**src/rtl/bus_pkg.sv**
```systemverilog
// bus_pkg: shared definitions for the two-master serial bus arbiter.
//   - slave ID constants (SLV0..SLV2 legal, SLV_BAD illegal)
//   - arbiter FSM state encoding
//   - master encodings
//   - one-hot slave decode helper
package bus_pkg;

  localparam int NUM_SLAVES = 3;

  localparam logic [1:0] SLV0    = 2'd0;
  localparam logic [1:0] SLV1    = 2'd1;
  localparam logic [1:0] SLV2    = 2'd2;
  localparam logic [1:0] SLV_BAD = 2'd3;

  typedef enum logic [1:0] {
    IDLE     = 2'd0,
    WAIT_RDY = 2'd1,
    BUSY     = 2'd2
  } arb_state_t;

  typedef enum logic {
    M1 = 1'b0,
    M2 = 1'b1
  } master_t;

  // One-hot slave select for a slave ID; the illegal ID decodes to no slave.
  function automatic logic [NUM_SLAVES-1:0] slave_onehot(input logic [1:0] id);
    logic [NUM_SLAVES-1:0] sel;
    case (id)
      SLV0:    sel = 3'b001;
      SLV1:    sel = 3'b010;
      SLV2:    sel = 3'b100;
      default: sel = 3'b000;
    endcase
    return sel;
  endfunction

endpackage

```
**src/rtl/arb_timer.sv**
```systemverilog
// arb_timer: 8-bit saturating wait counter for the slave-ready wait.
// Ports:
//   clk, reset  clock and asynchronous active-high reset
//   clr         force the count to zero (wins over en)
//   en          increment the count (saturates at 255)
//   tc          count has reached TIMEOUT-1
module arb_timer
  import bus_pkg::*;
#(
  parameter int TIMEOUT = 16
) (
  input  logic clk,
  input  logic reset,
  input  logic clr,
  input  logic en,
  output logic tc
);

  logic [7:0] count_q;
  logic [7:0] count_d;

  always_comb begin
    count_d = count_q;
    if (clr) begin
      count_d = 8'd0;
    end else if (en && (count_q != 8'hFF)) begin
      count_d = count_q + 8'd1;
    end
  end

  always_ff @(posedge clk or posedge reset) begin
    if (reset) begin
      count_q <= 8'd0;
    end else begin
      count_q <= count_d;
    end
  end

  assign tc = (count_q == 8'(TIMEOUT - 1));

endmodule

```
**src/rtl/bus_arbiter.sv**
```systemverilog
// bus_arbiter: round-robin arbiter and slave-select controller for two
// masters on the serial system bus. The grant is held for the whole
// transfer (bursts included) until the owning master drops its request.
// Ports:
//   clk, reset               clock, asynchronous active-high reset
//   m1_req, m2_req           master bus requests
//   m1_slave_id, m2_slave_id target slave IDs (3 is illegal)
//   s_ready[2:0]             per-slave ready flags
//   m1_grant, m2_grant       bus ownership (never both high)
//   master_sel               mux select, 0 = master 1, 1 = master 2
//   slave_sel[2:0]           one-hot slave select, 000 without a grant
//   bus_busy                 FSM is not in IDLE
//   timeout_err              one-cycle pulse on a ready timeout abort
//   id_err                   one-cycle pulse when the chosen request has ID 3
module bus_arbiter
  import bus_pkg::*;
#(
  parameter int TIMEOUT = 16
) (
  input  logic       clk,
  input  logic       reset,
  input  logic       m1_req,
  input  logic       m2_req,
  input  logic [1:0] m1_slave_id,
  input  logic [1:0] m2_slave_id,
  input  logic [2:0] s_ready,
  output logic       m1_grant,
  output logic       m2_grant,
  output logic       master_sel,
  output logic [2:0] slave_sel,
  output logic       bus_busy,
  output logic       timeout_err,
  output logic       id_err
);

  arb_state_t state_q, state_d;
  master_t    last_q, last_d;
  logic       m1_grant_q, m1_grant_d;
  logic       m2_grant_q, m2_grant_d;
  logic       master_sel_q, master_sel_d;
  logic [2:0] slave_sel_q, slave_sel_d;
  logic       bus_busy_q, bus_busy_d;
  logic       timeout_err_q, timeout_err_d;
  logic       id_err_q, id_err_d;

  master_t    cand;
  logic       cand_vld;
  logic [1:0] cand_id;
  logic       gnt_req;
  logic       slv_rdy;
  logic       timer_clr;
  logic       timer_en;
  logic       timer_tc;

  // Round-robin pick: on a tie the master that did not win last time goes.
  always_comb begin
    cand_vld = m1_req | m2_req;
    cand     = M2;
    if (m1_req && m2_req) begin
      cand = (last_q == M1) ? M2 : M1;
    end else if (m1_req) begin
      cand = M1;
    end
    cand_id = (cand == M1) ? m1_slave_id : m2_slave_id;
  end

  // Request of the current owner and ready of the slave it addresses;
  // slave_sel already holds the decoded ID, so it doubles as the ready mask.
  assign gnt_req = master_sel_q ? m2_req : m1_req;
  assign slv_rdy = |(s_ready & slave_sel_q);

  always_comb begin
    state_d       = state_q;
    last_d        = last_q;
    m1_grant_d    = m1_grant_q;
    m2_grant_d    = m2_grant_q;
    master_sel_d  = master_sel_q;
    slave_sel_d   = slave_sel_q;
    timeout_err_d = 1'b0;
    id_err_d      = 1'b0;
    timer_en      = 1'b0;

    case (state_q)
      IDLE: begin
        if (cand_vld) begin
          // last is updated even for a bad ID so a stuck bad master
          // cannot starve the other one.
          last_d = cand;
          if (cand_id == SLV_BAD) begin
            id_err_d = 1'b1;
          end else begin
            m1_grant_d   = (cand == M1);
            m2_grant_d   = (cand == M2);
            master_sel_d = (cand == M2);
            slave_sel_d  = slave_onehot(cand_id);
            state_d      = WAIT_RDY;
          end
        end
      end
      WAIT_RDY: begin
        if (!gnt_req) begin
          m1_grant_d  = 1'b0;
          m2_grant_d  = 1'b0;
          slave_sel_d = 3'b000;
          state_d     = IDLE;
        end else if (slv_rdy) begin
          state_d = BUSY;
        end else if (timer_tc) begin
          m1_grant_d    = 1'b0;
          m2_grant_d    = 1'b0;
          slave_sel_d   = 3'b000;
          timeout_err_d = 1'b1;
          state_d       = IDLE;
        end else begin
          timer_en = 1'b1;
        end
      end
      BUSY: begin
        if (!gnt_req) begin
          m1_grant_d  = 1'b0;
          m2_grant_d  = 1'b0;
          slave_sel_d = 3'b000;
          state_d     = IDLE;
        end
      end
      default: begin
        m1_grant_d  = 1'b0;
        m2_grant_d  = 1'b0;
        slave_sel_d = 3'b000;
        state_d     = IDLE;
      end
    endcase

    bus_busy_d = (state_d != IDLE);
  end

  // Timer runs only while waiting and is zero on every entry to WAIT_RDY.
  assign timer_clr = (state_d != WAIT_RDY);

  arb_timer #(
    .TIMEOUT (TIMEOUT)
  ) u_timer (
    .clk   (clk),
    .reset (reset),
    .clr   (timer_clr),
    .en    (timer_en),
    .tc    (timer_tc)
  );

  always_ff @(posedge clk or posedge reset) begin
    if (reset) begin
      state_q       <= IDLE;
      last_q        <= M2;
      m1_grant_q    <= 1'b0;
      m2_grant_q    <= 1'b0;
      master_sel_q  <= 1'b0;
      slave_sel_q   <= 3'b000;
      bus_busy_q    <= 1'b0;
      timeout_err_q <= 1'b0;
      id_err_q      <= 1'b0;
    end else begin
      state_q       <= state_d;
      last_q        <= last_d;
      m1_grant_q    <= m1_grant_d;
      m2_grant_q    <= m2_grant_d;
      master_sel_q  <= master_sel_d;
      slave_sel_q   <= slave_sel_d;
      bus_busy_q    <= bus_busy_d;
      timeout_err_q <= timeout_err_d;
      id_err_q      <= id_err_d;
    end
  end

  assign m1_grant    = m1_grant_q;
  assign m2_grant    = m2_grant_q;
  assign master_sel  = master_sel_q;
  assign slave_sel   = slave_sel_q;
  assign bus_busy    = bus_busy_q;
  assign timeout_err = timeout_err_q;
  assign id_err      = id_err_q;

endmodule

```
**config.mk**
```make
export PLATFORM = sky130hd
export DESIGN_NAME = bus_arbiter
export DESIGN_NICKNAME = d
export VERILOG_FILES = /design/src/rtl/bus_pkg.sv /design/src/rtl/arb_timer.sv /design/src/rtl/bus_arbiter.sv
export SDC_FILE = /design/constraint.sdc
export NUM_CORES = 1
export LEC_CHECK = 0
export ABC_AREA = 1
export CORE_MARGIN = 2
export CORE_UTILIZATION = 40
export CTS_CLUSTER_SIZE = 12
export DETAILED_ROUTE_END_ITERATION = 8
export HOLD_SLACK_MARGIN = 0.03
export PLACE_DENSITY = 0.6
export SYNTH_ARGS = -nofsm -noshare
export SYNTH_HDL_FRONTEND = slang
export SYNTH_HIERARCHICAL = 1
export SYNTH_SLANG_ARGS = --single-unit
```
**constraint.sdc**
```tcl
create_clock -name clk -period 4.35 [get_ports clk]
set_input_delay 0.435 -clock clk [delete_from_list [all_inputs] [get_ports clk]]
set_output_delay 0.435 -clock clk [all_outputs]
set_load 0.005 [all_outputs]
```
==> results.cfg <==
[placement]
dp.cells = 211
dp_hpwl_microns = 2011
routabilityCongestion = 0.7941
placed_area_sq_mm = 0.001421
post-place-ws_ns = 1.871
port_buffers = 19

[critical_path]
worst-r2r-cell-count = 14
crit_family = simple AND/OR/NAND/NOR gates
startpoint_type = register
end_kind = register
r2r_start = u_timer/count_q[1]
arrival_ns = 2.46
r2r-end = u_timer/count_q[7]
critPathSlowestCell = dfrtp_1
r2r_setup_slack_ns = 2.11
crit_chain = ha_1 > nand2_2 > inv_1 > nand2_1 > nor2_1 > inv_1 > nand3_1 > nor2_1 > nor2_2 > inv_1 > nand2_4 > clkinv_4 > nand2_1 > nand2_1
worstPathMaxFanout = 7
crit_type = reg -> reg
worstPathRequired_ns = 4.56
critPathBufInv = 4
cp_slowest_stage_delay_ns = 0.41

[global_routing]
track_usage_pct = 17.34
grt_pass1_wl_microns = 4588
antenna_found_initial = 0
grt_max_degree = 13
grt-ovfl-total = 0
grt_pass1_vias = 1024

[final_layout]
drive_above_1_share_pct = 14.67
top_register = u_timer/count_q
fin_nets = 197
layout_common_cells = nand2_1 (46), inv_1 (20), nand3_1 (20)
fin_area_sq_mm = 0.001474
layout.cells.non_filler = 215
n_antenna_cell = 0
area_growth_syn_to_layout_pct = 22.45
mostFrequentLayoutCell = nand2_1
nFillCells = 270
largest_reg_flops = 8

[clock_tree]
clock-sinks = 20
cts-hold-fix-buffers = 0
numCtsBuffers = 3
clk_pin_slew_worst_paths_ns = 0.13
root_buffer = clkbuf_4
cts_buffer_depth = 2
clk_latency_ns = 0.31
htreeDepth = 1
tritoncts = built
postCtsResizedCells = 0
postCtsSetupRepairBufs = 0

[sta]
max_clock_freq_ghz = 0.4458
final_hold_viol_count = 0
fin_crit_sh_pct = 51.57
rsz0062_at_grt = no
slew_viol_final = 0
finClkSkew_ns = 0.006719
setup_viol = 0
slew_headroom_pct = 69.13
layout_min_cycle_time_ns = 2.243
setup-tns-final_ns = 0
fin_hold_ws_ns = 0.3795
setup_slack_ns = 2.107
tightest_slew_ns = 0.4626

[pwr]
p_leak_nw = 0.7489
power_density_mw_per_mm2 = 560.7
ir_drop_mv = 0.2356

[synthesis]
synth_cell_types = 24
avgSynthCellArea_sq_um = 7.430
yosysSeqAreaShare_pct = 41.68
yosysTopAreaCell = dfrtp_1
netlist_area_sq_mm = 0.001204
synth_top_area_share_pct = 39.50
yosys_warnings = 6
synthTopCellsByArea = dfrtp_1 (40%), nand2_1 (14%), nand3_1 (8.3%)
postSynthCellCount = 162
ys_ff_latch = 20
synth_nets = 174

[floorplan]
coreArea_sq_mm = 0.002805
die-width_microns = 58.86
rows = 19
die_height_microns = 58.86
io_pins = 20
die_area_sq_mm = 0.003464
start_util_pct = 42.91

[run_status]
violations = DRC
status = finished with violations

[drt]
ant_nets = 0
dr.pass1.iters = 6
drc = 2
via_per_inst = 4.847
via_count = 1042
drt_iter0_markers = 53
drt-total-wl_microns = 2557
wl_per_cell_microns = 11.89

[min_path]
hold_class = in -> async

[run]
max_cap_violations = 0
==> final cells by class <==
| type | count | area (sq um) | share of cell area, % |
|---|---|---|---|
| multi-input cells | 119 | 603.1 | 40.92 |
| well taps | 31 | 38.79 | 2.632 |
| flip-flops and latches | 20 | 501.7 | 34.04 |
| clock inverters | 1 | 30.03 | 2.037 |
| inverters | 22 | 87.58 | 5.942 |
| clock buffers | 3 | 22.52 | 1.528 |
| repair buffers | 19 | 190.2 | 12.90 |
==> power by group <==
group          switching, W  total, W  internal [W]  leakage (nW)
combinational      0.000242  0.000400      0.000157         0.456
clock             0.0000624  0.000156     0.0000931        0.0279
sequential        0.0000331  0.000271      0.000238         0.265
==> kinds of logic (layout without fill, tap and decap cells) <==
| kind of cell | after synthesis | after routing | share of synthesized area, % |
|---|---|---|---|
| simple gates | 104 | 104 | 41.68 |
| compound gates | 13 | 13 | 6.652 |
| flops | 20 | 20 | 41.68 |
| fa+ha+maj | 1 | 1 | 1.039 |
| buf+inv | 23 | 45 | 8.212 |
| xor+xnor | 1 | 1 | 0.7278 |
==> how the worst max path moves through the flow <==
stage,cells past startpoint,slack (ns),endpoint,from
after floorplan,14,2.51,u_timer/count_q[7],u_timer/count_q[1]
after global placement,10,1.91,u_timer/count_q[7],m1_req
after detailed placement,10,1.87,u_timer/count_q[7],m1_req
after CTS,14,2.11,u_timer/count_q[7],u_timer/count_q[1]
after global routing,14,1.82,u_timer/count_q[1],u_timer/count_q[1]
final,14,2.11,u_timer/count_q[7],u_timer/count_q[1]
==> worst reg2reg max path, cell delays in order (launching register included) <==
cell and delay (ns):
dfrtp_1 0.41, ha_1 0.20, nand2_2 0.10, inv_1 0.10, nand2_1 0.07, nor2_1 0.11
inv_1 0.06, nand3_1 0.13, nor2_1 0.11, nor2_2 0.31, inv_1 0.20, nand2_4 0.17
clkinv_4 0.07, nand2_1 0.06, nand2_1 0.05
==> cell usage after synthesis, drive strengths merged <==
cell type and count:
a31oi 1, nand2 56, nand3b 1, ha 1, inv 21, xor2 1, dfrtp 19, clkinv 1
nor2 21, buf 1, a21boi 1, nand4 2, nand3 22, nor3 2, o21ai 6, dfstp 1
a21oi 5
==> stage by stage <==
stage | total power (W) | util [%]
2_1_floorplan | 0.0005341 | -
3_3_place_gp | 0.0006652 | 50.67
3_5_place_dp | 0.0006766 | 50.67
4_1_cts | 0.0008375 | 52.54
5_1_grt | 0.0008956 | 52.54
6_report | 0.0008264 | 52.54
==> per-layer routing <==
metal / global-route usage [%] / share of wire (%)
met2: 25.87 / 41
met1: 25.28 / 52
met4: 6.818 / 1.1
met5: 0 / 0
met3: 2.418 / 5.4
Note: power is estimated with default switching activity, not from simulation.
==> patch (same settings) <==
Encoding of `arb_state_t`: now one-hot (3 bits for 3 states).
--- a/src/rtl/bus_pkg.sv
+++ b/src/rtl/bus_pkg.sv
@@ -12,10 +12,10 @@
   localparam logic [1:0] SLV2    = 2'd2;
   localparam logic [1:0] SLV_BAD = 2'd3;
 
-  typedef enum logic [1:0] {
-    IDLE     = 2'd0,
-    WAIT_RDY = 2'd1,
-    BUSY     = 2'd2
+  typedef enum logic [2:0] {
+    IDLE     = 3'b001,
+    WAIT_RDY = 3'b010,
+    BUSY     = 3'b100
   } arb_state_t;
 
   typedef enum logic {
Behaviour: no difference found for any inputs over 10 cycles, from zero or initial values and one cycle with reset high; not proved beyond that.
==> patch against the original RTL <==
  * Combinational power is 19% lower
  * First-iteration DRC count is 19% lower
  * Synthesized area is 2.3% higher
  * Final cell count is 2.3% higher
  * Hold slack better by 0.011 ns
  * Power is 16% lower
  * Worst setup slack better by 0.099 ns
  * Sequential cell count is 1 higher
  * Design area is 1.0% higher
  * Wire length is 1.3% higher
  * Critical endpoint is now u_timer/count_q[3]$_DFFE_PP0P_
  * Largest cell class unchanged
==> patch: results (changes against the original RTL) <==
stage,metric,value,unit,change
grt,grtUsageMet1,0.228,,-0.0246
pwr,intPower,0.413,mW,-15%
timing,tightest_slew,0.517,ns,+0.0539 ns
clock_network,cts_buffers,3,,unchanged
finish,largest_register_ffs,8,,unchanged
synth,synthTopCellsByArea,"dfrtp_1 39%, nand2_1 14%, inv_1 6.4%, nand2_2 5.6%, nand3_1 5.3%",,
detailed_routing,routed.top_layer,met4,,
grt,grt_max_degree,14,,+1
pwr,power_leakage,0.731,nW,-2.4%
synth,postSynthNetCount,176,,+1.1%
clock_network,clk_pin_slew_worst_paths,0.11,ns,-0.02 ns
clock_network,post_cts_resized,0,,unchanged
synth,seq_area_frac_synth,0.429,,+0.0120
place,dp_hpwl,2060,um,+2.6%
detailed_routing,drt-total-wl,2590,um,+1.3%
worst_setup_path,reg2reg_to,u_timer/count_q[3]$_DFFE_PP0P_,,
finish,drive_above_1_share,0.139,,-0.00770
synth,yosysWarnings,6,,unchanged
worst_setup_path,cp_max_fo,6,,-1
clock_network,root_buffer,clkbuf_4,,
grt,grt_pass1_wl,4620,um,+0.61%
detailed_routing,drt_iter0_markers,43,,-19%
finish,top_register,u_timer/count_q,,
synth,synth_commonest_cells,"45 x nand2_1, 21 x inv_1, 19 x dfrtp_1",,
place,place_congestion,0.859,,+8.2%
worst_setup_path,r2r_slack,2.21,ns,+0.10 ns
finish,nets,200,,+1.5%
detailed_routing,met1_length,1260,um,-5.7%
grt,grt_util_all_layers,0.172,,-0.00187
worst_setup_path,cp_slowest_cell,dfrtp_1,,
pwr,clock_net_power,0.0937,mW,-40%
detailed_routing,met2_length,1210,um,+15%
run_status,status,completed,,
worst_hold_path,hold_class,in2async,,
detailed_routing,drt_first_pass_iters,4,,-2
pwr,comb_power_share,0.468,,-0.016
timing,skew,0.00356,ns,-0.00316 ns
detailed_routing,num_vias,1116,,+7.1%
synth,synthArstFlopShare,1.00,,unchanged
grt,use_met2,0.284,,+0.0254
worst_setup_path,arrival,2.34,ns,-0.12 ns
detailed_routing,dr_wl_met3,84,um,-39%
worst_setup_path,crit_path_max_incr_delay,0.42,ns,
worst_setup_path,reg2regPathDepth,14,,unchanged
clock_network,clock_latency,0.30,ns,
clock_network,clockBufferDepth,2,,unchanged
place,io_buffers,19,,unchanged
pwr,ir_drop,0.000263,V,+12%
synth,synth.distinct_cells,21,,-13%
clock_network,clock_tree.htree_level_count,1,,unchanged
grt,grtUsageMet3,0.0218,,-0.00234
patch: cell types whose count changed after synthesis, moves of 3 or more:
cell and change:
nor2_2 -3, o21ai_0 +3, nand4_1 +5, nand3_1 -7, nand2_2 +3
patch: how the worst min path moves through the flow:
stage                          from                        endpoint  slack [ns]  depth (start not counted)
2_1_floorplan                 reset  u_timer/count_q[0]$_DFFE_PP0P_        0.25                          1
4_1_cts                       reset  u_timer/count_q[0]$_DFFE_PP0P_        0.39                          2
5_1_grt                       reset  u_timer/count_q[0]$_DFFE_PP0P_        0.42                          2
6_report                      reset  u_timer/count_q[0]$_DFFE_PP0P_        0.39                          2
3_3_place_gp   m1_grant$_DFFE_PP0P_            m1_grant$_DFFE_PP0P_        0.46                          2
3_5_place_dp   m2_grant$_DFFE_PP0P_            m2_grant$_DFFE_PP0P_        0.46                          2
patch: logic make-up (layout without fill, tap and decap cells):
logic type / count (synthesis) / count (layout) / synth area share
simple gates: 104 / 104 / 0.422
flops: 21 / 21 / 0.429
compound gates: 15 / 15 / 0.0610
xor+xnor: 1 / 1 / 0.00712
buf+inv: 22 / 45 / 0.0711
fa+ha+maj: 1 / 1 / 0.0102
patch: layout make-up:
class                      count  area (sq um)
fill                         280          1490
multi-input combinational    121           616
sequential                    21           528
timing repair buffer          19           190
inverter                      22          87.6
tap                           33          41.3
clock buffer                   4          26.3
patch: stage by stage:
stage	worst slack (ns)	instances	instance area, sq um	total power, mW
2_1_floorplan	2.50	164	1230	0.490
3_3_place_gp	1.98	216	1460	0.602
3_5_place_dp	1.90	216	1460	0.605
4_1_cts	2.19	220	1490	0.703
5_1_grt	1.91	220	1490	0.755
6_report	2.21	220	1490	0.694
